### config.mk
export PLATFORM = sky130hd
export DESIGN_NAME = rtc_time_counter
export DESIGN_NICKNAME = d
export VERILOG_FILES = /design/src/rtl/rtc_pkg.sv /design/src/rtl/rtc_mod_counter.sv /design/src/rtl/rtc_time_counter.sv
export SDC_FILE = /design/constraint.sdc
export NUM_CORES = 1
export LEC_CHECK = 0
export CAP_MARGIN = 20
export CELL_PAD_IN_SITES_DETAIL_PLACEMENT = 0
export CELL_PAD_IN_SITES_GLOBAL_PLACEMENT = 2
export CORE_MARGIN = 4
export CORE_UTILIZATION = 32
export CTS_CLUSTER_DIAMETER = 40
export DETAILED_ROUTE_END_ITERATION = 16
export GPL_ROUTABILITY_DRIVEN = 0
export PLACE_DENSITY_LB_ADDON = 0.1
export SKIP_LAST_GASP = 1
export SLEW_MARGIN = 20
export SYNTH_ARGS = -nofsm -noshare
export SYNTH_HDL_FRONTEND = slang
export SYNTH_HIERARCHICAL = 1
export SYNTH_SLANG_ARGS = --single-unit
### constraint.sdc
create_clock -name clock -period 4.85 [get_ports clock]
set_input_delay 0.7275 -clock clock [delete_from_list [all_inputs] [get_ports clock]]
set_output_delay 0.7275 -clock clock [all_outputs]
set_load 0.02 [all_outputs]
### src/rtl/rtc_pkg.sv
// Shared types and constants for the time-of-day counter: FSM states,
// field limits and widths, and the 24h to 12h hour conversion.
package rtc_pkg;

    typedef enum logic [1:0] {
        ST_STOP = 2'd0,
        ST_RUN  = 2'd1,
        ST_HOLD = 2'd2
    } rtc_state_t;

    localparam int SEC_MAX  = 59;
    localparam int MIN_MAX  = 59;
    localparam int HOUR_MAX = 23;
    localparam int HOUR_12  = 12;

    localparam int SEC_W  = 6;
    localparam int HOUR_W = 5;

    // Midnight is shown as 12; afternoon hours fold back into 1..11.
    function automatic logic [HOUR_W-1:0] hour_to_12h(input logic [HOUR_W-1:0] h);
        if (h == '0) begin
            return HOUR_W'(HOUR_12);
        end else if (h > HOUR_W'(HOUR_12)) begin
            return h - HOUR_W'(HOUR_12);
        end else begin
            return h;
        end
    endfunction

endpackage

### src/rtl/rtc_mod_counter.sv
// Modulo-(MAX+1) counter with parallel load; carry is combinational and
// flags the increment that wraps MAX back to zero.
module rtc_mod_counter
    import rtc_pkg::*;
#(
    parameter int MAX = 59,
    parameter int W   = 6
) (
    input  logic         clock,
    input  logic         reset,
    input  logic         inc,
    input  logic         load,
    input  logic [W-1:0] load_val,
    output logic [W-1:0] value,
    output logic         carry
);

    localparam logic [W-1:0] MAX_V = W'(MAX);

    logic [W-1:0] value_q;
    logic [W-1:0] value_d;
    logic         at_max;

    assign at_max = (value_q == MAX_V);
    assign carry  = inc && at_max;
    assign value  = value_q;

    always_comb begin
        value_d = value_q;
        if (load) begin
            value_d = load_val;
        end else if (inc) begin
            value_d = at_max ? '0 : value_q + 1'b1;
        end
    end

    always_ff @(posedge clock) begin
        if (reset) begin
            value_q <= '0;
        end else begin
            value_q <= value_d;
        end
    end

endmodule

### src/rtl/rtc_time_counter.sv
// Time-of-day counter: divider, run/stop/hold FSM, validated load and
// rollover strobes. Define RTC_ALARM_EN to add the hour:minute alarm.
module rtc_time_counter
    import rtc_pkg::*;
#(
    parameter int TICKS_PER_SEC = 65536,
    parameter int DIV_W         = 16
) (
    input  logic              clock,
    input  logic              reset,
    input  logic              run,
    input  logic              mode_12h,
    input  logic              set_valid,
    input  logic [SEC_W-1:0]  set_sec,
    input  logic [SEC_W-1:0]  set_min,
    input  logic [HOUR_W-1:0] set_hour,
    output logic              set_ready,
    output logic              set_err,
    output logic [SEC_W-1:0]  sec,
    output logic [SEC_W-1:0]  min,
    output logic [HOUR_W-1:0] hour,
    output logic [HOUR_W-1:0] hour_disp,
    output logic              pm,
    output logic              sec_tick,
    output logic              min_tick,
    output logic              hour_tick,
    output logic              day_tick
`ifdef RTC_ALARM_EN
    ,
    input  logic              alarm_en,
    input  logic [HOUR_W-1:0] alarm_hour,
    input  logic [SEC_W-1:0]  alarm_min,
    output logic              alarm_hit
`endif
);

    localparam logic [DIV_W-1:0] DIV_TC = DIV_W'(TICKS_PER_SEC - 1);

    rtc_state_t       state_q;
    rtc_state_t       state_d;
    logic [DIV_W-1:0] div_q;
    logic [DIV_W-1:0] div_d;
    logic             set_in_range;
    logic             load_accept;
    logic             load_ok;
    logic             count_en;
    logic             div_tc;
    logic             sec_inc;
    logic             sec_carry;
    logic             min_carry;
    logic             hour_carry;
    logic             sec_tick_q;
    logic             min_tick_q;
    logic             hour_tick_q;
    logic             day_tick_q;
    logic             set_err_q;

    assign set_in_range = (set_sec  <= SEC_W'(SEC_MAX))
                       && (set_min  <= SEC_W'(MIN_MAX))
                       && (set_hour <= HOUR_W'(HOUR_MAX));
    assign load_accept  = set_valid && set_ready;
    assign load_ok      = load_accept && set_in_range;

    always_ff @(posedge clock) begin
        if (reset) begin
            state_q <= ST_STOP;
        end else begin
            state_q <= state_d;
        end
    end

    always_comb begin
        state_d = state_q;
        if (load_ok) begin
            state_d = ST_HOLD;
        end else begin
            case (state_q)
                ST_STOP: if (run)  state_d = ST_RUN;
                ST_RUN:  if (!run) state_d = ST_STOP;
                ST_HOLD: state_d = run ? ST_RUN : ST_STOP;
                default: state_d = ST_STOP;
            endcase
        end
    end

    // The divider steps on every edge that lands in ST_RUN, so run takes
    // effect on the very next edge and a load restarts a full second.
    always_comb begin
        set_ready = (state_q != ST_HOLD);
        count_en  = (state_d == ST_RUN);
    end

    assign div_tc  = (div_q == DIV_TC);
    assign sec_inc = count_en && div_tc;

    always_comb begin
        div_d = div_q;
        if (load_ok) begin
            div_d = '0;
        end else if (count_en) begin
            div_d = div_tc ? '0 : div_q + 1'b1;
        end
    end

    always_ff @(posedge clock) begin
        if (reset) begin
            div_q       <= '0;
            sec_tick_q  <= 1'b0;
            min_tick_q  <= 1'b0;
            hour_tick_q <= 1'b0;
            day_tick_q  <= 1'b0;
            set_err_q   <= 1'b0;
        end else begin
            div_q       <= div_d;
            sec_tick_q  <= sec_inc;
            min_tick_q  <= sec_carry;
            hour_tick_q <= min_carry;
            day_tick_q  <= hour_carry;
            set_err_q   <= load_accept && !set_in_range;
        end
    end

    rtc_mod_counter #(.MAX(SEC_MAX), .W(SEC_W)) u_sec (
        .clock    (clock),
        .reset    (reset),
        .inc      (sec_inc),
        .load     (load_ok),
        .load_val (set_sec),
        .value    (sec),
        .carry    (sec_carry)
    );

    rtc_mod_counter #(.MAX(MIN_MAX), .W(SEC_W)) u_min (
        .clock    (clock),
        .reset    (reset),
        .inc      (sec_carry),
        .load     (load_ok),
        .load_val (set_min),
        .value    (min),
        .carry    (min_carry)
    );

    rtc_mod_counter #(.MAX(HOUR_MAX), .W(HOUR_W)) u_hour (
        .clock    (clock),
        .reset    (reset),
        .inc      (min_carry),
        .load     (load_ok),
        .load_val (set_hour),
        .value    (hour),
        .carry    (hour_carry)
    );

    assign sec_tick  = sec_tick_q;
    assign min_tick  = min_tick_q;
    assign hour_tick = hour_tick_q;
    assign day_tick  = day_tick_q;
    assign set_err   = set_err_q;

    assign hour_disp = mode_12h ? hour_to_12h(hour) : hour;
    assign pm        = mode_12h && (hour >= HOUR_W'(HOUR_12));

`ifdef RTC_ALARM_EN
    logic [SEC_W-1:0]  min_next;
    logic [HOUR_W-1:0] hour_next;
    logic              alarm_hit_q;

    // Match against the time about to be shown, so the hit lines up with
    // sec_tick; only a counting minute rollover (seconds -> 0) can match.
    assign min_next  = (min == SEC_W'(MIN_MAX)) ? '0 : min + 1'b1;
    assign hour_next = min_carry ? ((hour == HOUR_W'(HOUR_MAX)) ? '0 : hour + 1'b1) : hour;

    always_ff @(posedge clock) begin
        if (reset) begin
            alarm_hit_q <= 1'b0;
        end else begin
            alarm_hit_q <= alarm_en && sec_carry
                        && (min_next == alarm_min) && (hour_next == alarm_hour);
        end
    end

    assign alarm_hit = alarm_hit_q;
`endif

endmodule

==> key figures, run 1 <==
Global route
  • Total track usage: 14.0%
  • Largest net degree at the start of global routing: 28
  • Total gr overflow: 0
  • First-pass GRT wire length: 10.0 mm
  • Vias in the first global route: 2022
  • Initial antenna violation count: 0

Floorplan
  • Standard-cell rows: 30
  • Die X-Extent: 93.1 um
  • CORE AREA: 6910 sq um
  • Initial Utilization: 33.5%
  • Boundary pin count: 51
  • Die ar.: 8660 sq um
  • Die Ht: 93.1 um

Yosys
  • Yosys reg bits: 40
  • Top cell type by total area after synthesis: dfxtp_1
  • Post-synth EDFFs: 0
  • Distinct cell type count after synthesis: 51
  • Synthesized cell area: 2310 sq um
  • Synth cell count leaders: dfxtp_1 (40), a21oi_1 (34), nand2_1 (20)
  • Post-Syn Nets: 303
  • Top-count cell post-synth: dfxtp_1
  • Top_reg_cell synth: dfxtp_1
  • Synth top area cells: dfxtp_1 (35%), a21oi_1 (7.4%), ha_1 (3.2%)
  • Seq/Total Area, Yosys: 34.6%
  • Post-synth ARST share: 0%
  • Top-area cell type share of the netlist area: 34.6%
  • Gate Count Post-Synth: 275
  • Ys Warns: 6
  • Syn Area/Cell: 8.42 sq um

STA
  • Setup violators final: 0
  • Worst Skew: 0.00527 ns
  • Post-Route Setup TNS: 0 ns
  • Post-route clock period utilization: 75.1%
  • Slew margin rel.: 44.8%
  • Fin crit period: 3.64 ns
  • RSZ-0062 raised after global routing: no
  • Worst slew pin tran: 0.821 ns
  • FMAX: 0.275 GHz
  • Final hold vios: 0
  • Final Slew Violations: 0

Worst hold path
  • HP Class: reg -> reg
  • Worst Hold Depth: 1
  • Min-Delay Startpoint: div_q[15]
  • Hold EP: div_q[15]

Layout
  • Layout cells sized above 1: 9.51%
  • Filler cells: 741
  • Area Growth Syn to Fin: 29.7%
  • Diode count: 0
  • Final-stage net count: 354
  • Final Instance Area: 3000 sq um

Power
  • Int Pwr: 0.540 mW
  • Switching Fraction: 28.6%
  • PwrDens: 252 nW/um^2
  • Peak supply drop: 0.160 mV
  • Combinational Power Share: 19.5%
  • Clock network fraction of total power: 32.6%
  • Net Sw Power: 0.216 mW
  • Sequential group share of total power: 47.9%
  • Leak pwr: 1.01 nW

Route
  • Routed len/inst: 14.0 um
  • Vias: 2176
  • Starting DRT DRC Count: 60
  • Routed Antenna Nets: 0
  • Post-Route WL: 5.91 mm
  • Drt drc: 0
  • Vias/cell: 5.16
  • First drt pass iteration count: 4

Clock network
  • Postcts setup bufs: 0
  • Clk_lat worst skew: 0.29 ns
  • Deepest clock path buffer count: 2
  • CTS clk-pin slew, worst paths: 0.08 ns
  • CTS root buffer: clkbuf_8
  • CTS resizes: 0
  • CTS tree: yes
  • Cts hold-fix bufs: 0
  • H-tree depth: 2
  • Clock sink count: 40
  • Num CTS Buffers: 5

Worst setup path
  • Critical Path Sink Type: register
  • Worst R2R Start: div_q[0]
  • Capturing point of the worst reg2reg path: u_hour/value[1]
  • WS Path Type: reg -> reg
  • WP data required: 5.02 ns
  • Data arrival, critical path: 3.81 ns
  • Reg2reg setup slack: 1.21 ns
  • Setup crit start kind: register
  • Crit-path max FO: 13
  • R2r worst-path depth: 12

Placed design
  • Buffers on Ports: 50
  • DP Wirelength: 4.25 mm
  • Placed inst area: 2910 sq um

Run status
  • Status: complete, no violations

Flow run
  • Max-cap check violation count: 0
[cells in the final DEF (no fill, tap or decap), drive strengths merged, types with 3 or more instances in the layout]
master and count:
a211oi 4, a21oi 34, a221oi 3, and3 6
buf 3, clkbuf 7, clkdlybuf4s50 50, dfxtp 40
ha 6, inv 11, mux2i 3, nand2 23
nand3 17, nand3b 4, nand4 9, nand4b 6
nor2 20, nor2b 6, nor3 7, nor3b 7
nor4 3, o211ai 4, o21ai 11, o22ai 3
or3 5, or3b 5, or4 3, xnor2 4
xor2 5
[worst max-delay path by stage]
stage               start               to  slack [ns]  cells after the start
2_1_floorplan    div_q[6]  u_hour/value[1]        1.91                     14
3_3_place_gp   set_min[5]  u_hour/value[1]         1.0                     12
3_5_place_dp   set_sec[3]  u_hour/value[4]        0.95                     12
4_1_cts          div_q[0]  u_hour/value[4]        1.22                     12
5_1_grt          div_q[0]  u_hour/value[4]        0.81                     12
6_report         div_q[0]  u_hour/value[1]        1.21                     12
[power groups by stage]
| stage | registers, mW | clock network [mW] | logic [mW] |
|---|---|---|---|
| 3_3_place_gp | 0.371 | 0 | 0.149 |
| 3_5_place_dp | 0.370 | 0 | 0.148 |
| 5_1_grt | 0.365 | 0.269 | 0.162 |
| 6_report | 0.362 | 0.246 | 0.148 |
| 4_1_cts | 0.362 | 0.257 | 0.149 |
| 2_1_floorplan | 0.378 | 0 | 0.0671 |
[per-stage QoR]
stage	util, %	worst slack, ns	instances	hold WS, ns	power, mW
final	43.5	1.21	422	0.491	0.756
after global routing	43.5	0.806	422	0.517	0.797
after CTS	43.5	1.22	422	0.489	0.768
after detailed placement	42.1	0.950	415	0.472	0.518
after global placement	42.1	0.997	415	0.468	0.520
after floorplan	-	1.91	275	0.440	0.446
[flip-flops by register name (all words and copies together), names as in the netlist]
| name | cells |
|---|---|
| set_err | 1 |
| u_hour/value | 5 |
| div_q | 16 |
| day_tick | 1 |
| sec_tick | 1 |
| u_min/value | 6 |
| u_sec/value | 6 |
| state_q | 2 |
| hour_tick | 1 |
| min_tick | 1 |
[worst max-delay path, stage by stage, from the launching register on]
cell and delay [ns]:
dfxtp_1 0.40, ha_1 0.21, nand3_1 0.15, nor4_4 0.61, and3_1 0.45, nand2_2 0.10
nor3_1 0.15, buf_4 0.20, nand2_2 0.07, nor3_1 0.63, mux2_2 0.41, nand2_1 0.06
a21oi_1 0.06
[layout make-up]
| class | instances | area (sq um) | area share [%] |
|---|---|---|---|
| inverters | 11 | 41.3 | 1.38 |
| well taps | 96 | 120 | 4.00 |
| flip-flops and latches | 40 | 801 | 26.7 |
| repair buffers | 53 | 523 | 17.4 |
| multi-input cells | 215 | 1420 | 47.3 |
| clock buffers | 7 | 96.3 | 3.21 |
[cell families after synthesis]
group	after synthesis	synth area share, %
AND/OR/NAND/NOR	126	34.1
XOR/XNOR	9	3.41
buffers and inverters	20	4.11
adder cells (fa/ha/maj)	6	3.24
flip-flops	40	34.6
multiplexers	5	2.27
AO/OA/AOI/OAI	69	18.3
[layer usage]
metal | up-vias | wire length, um | share of wire (%) | global-route usage (%)
met2 | 38 | 2730 | 46 | 21.7
met5 | - | 0 | 0 | 0
met1 | 1018 | 2930 | 50 | 20.1
li1 | 1118 | - | - | -
met3 | 2 | 220 | 3.7 | 3.06
met4 | 0 | 21 | 0.36 | 2.20
(Power assumes the default switching activity.)
==> inputs of run 2 (changes only) <==
CORE_UTILIZATION = 27   (was 32)
clock period = 3.1 ns   (was 4.85 ns; I/O delays follow)
==> key figures, run 2 (synthesized netlist as in run 1, its figures left out) <==
Floorplan
  • Die Ht: 101 um
  • Standard-cell rows: 33
  • Die X-Extent: 101 um
  • Die ar.: 10100 sq um
  • CORE AREA: 8260 sq um
  • Initial Utilization: 28.0%
  • Boundary pin count: 51

Power
  • PwrDens: 382 nW/um^2
  • Peak supply drop: 0.164 mV
  • Leak pwr: 1.05 nW

STA
  • Post-route clock period utilization: 87.3%
  • Final Slew Violations: 0
  • Slew margin rel.: 48.4%
  • Fin crit period: 2.70 ns
  • Setup violators final: 0
  • Final setup margin: 0.395 ns
  • FMAX: 0.370 GHz
  • Post-Route Setup TNS: 0 ns
  • Final hold vios: 0
  • Worst slew pin tran: 0.774 ns
  • RSZ-0062 raised after global routing: no
  • Worst Skew: 0.00500 ns

Layout
  • Top reg by flops: div_q
  • Area Growth Syn to Fin: 33.4%
  • Filler cells: 871
  • Most frequent cells in the layout: clkdlybuf4s50_1 (50), dfxtp_1 (40), a21oi_1 (34)
  • Non-Filler Instances: 441
  • Final-stage net count: 363
  • Diode count: 0
  • Layout cells sized above 1: 11.6%
  • Flip-flop count of the largest register after layout: 16
  • Commonest non-fill, non-tap cell in the layout: clkdlybuf4s50_1
  • Finished Core Util: 37.4%

Global route
  • Total track usage: 12.9%
  • First-pass GRT wire length: 10.5 mm
  • Largest net degree at the start of global routing: 27
  • Total gr overflow: 0
  • Vias in the first global route: 2051
  • Initial antenna violation count: 0

Worst setup path
  • WP data required: 2.63 ns
  • Reg2reg setup slack: 0.48 ns
  • Critical Path Sink Type: output pin
  • Crit-path max FO: 11
  • Setup crit start kind: register
  • WS Path Type: reg -> out
  • Data arrival, critical path: 2.24 ns

Clock network
  • Deepest clock path buffer count: 2
  • Postcts setup bufs: 0
  • Clk_lat worst skew: 0.29 ns
  • H-tree depth: 2
  • Cts hold-fix bufs: 0
  • CTS tree: yes
  • Num CTS Buffers: 5
  • CTS resizes: 0
  • CTS root buffer: clkbuf_8
  • Clock sink count: 40
  • CTS clk-pin slew, worst paths: 0.08 ns

Route
  • Vias: 2263
  • Starting DRT DRC Count: 71
  • Routed len/inst: 14.4 um
  • First drt pass iteration count: 6
  • Vias/cell: 5.13
  • Drt drc: 0
  • Post-Route WL: 6.37 mm
  • Routed Antenna Nets: 0

Placed design
  • DP Wirelength: 4.69 mm
  • Cell Count Post-Placement: 433
  • Worst slack at placement: 0.0924 ns
  • Buffers on Ports: 50

Run status
  • Status: complete, no violations

Flow run
  • Max-cap check violation count: 0

Worst hold path
  • HP Class: reg -> reg
-- run 2: cell types whose count changed in the layout (fill, tap and decap cells not counted) --
| cell | previous run | this run |
|---|---|---|
| clkbuf_1 | 0 | 2 |
| buf_4 | 3 | 11 |
| buf_12 | 0 | 1 |
| clkbuf_8 | 7 | 6 |
-- run 2: worst paths after layout --
path	endpoint	cells after the start	start
worst min-delay path	div_q[15]	1	div_q[15]
worst max register to register	u_hour/value[1]	11	div_q[6]
worst max-delay path	hour_disp[2]	6	u_hour/value[2]
worst min register to register	div_q[15]	1	div_q[15]
-- run 2: final cells by class --
cell class	count	area, sq um	share of cell area [%]
multi-input cells	215	1420	46.0
flip-flops and latches	40	801	25.9
repair buffers	62	603	19.5
well taps	105	131	4.25
clock buffers	8	90.1	2.92
inverters	11	41.3	1.34
-- run 2: where the power goes --
part / leakage [nW] / internal, mW / switching (mW)
Sequential: 0.326 / 0.533 / 0.0338
Clock: 0.0455 / 0.182 / 0.184
Combinational: 0.681 / 0.123 / 0.123
Total: 1.05 / 0.838 / 0.341
-- run 2: critical path, cell delays in order, from the launching register on --
cell             delay, ns
dfxtp_1               0.58
ha_1                  0.25
nand2_1               0.10
a21oi_1               0.15
nor3_1                0.06
o21ai_0               0.17
clkdlybuf4s50_1       0.64
-- run 2: per-stage QoR --
step	cell area [sq um]	hold slack (ns)	total power, mW
finish	3090	0.475	1.18
global route	3090	0.501	1.26
CTS	3090	0.479	1.20
detailed placement	3000	0.464	0.827
global placement	3000	0.467	0.833
floorplan	2310	0.440	0.697
-- run 2: per-layer routing --
layer | wire length, um | vias to the layer above | track usage, %
li1 | - | 1140 | -
met1 | 3060 | 1074 | 17.1
met2 | 2960 | 44 | 20.9
met3 | 293 | 5 | 3.46
met4 | 51 | 0 | 2.80
met5 | 0 | - | 0
==> inputs of run 3 (changes only) <==
ABC_AREA = 0   (was default)
==> results of run 3 <==
Final layout, timing and power as in run 2 (identical DEF).
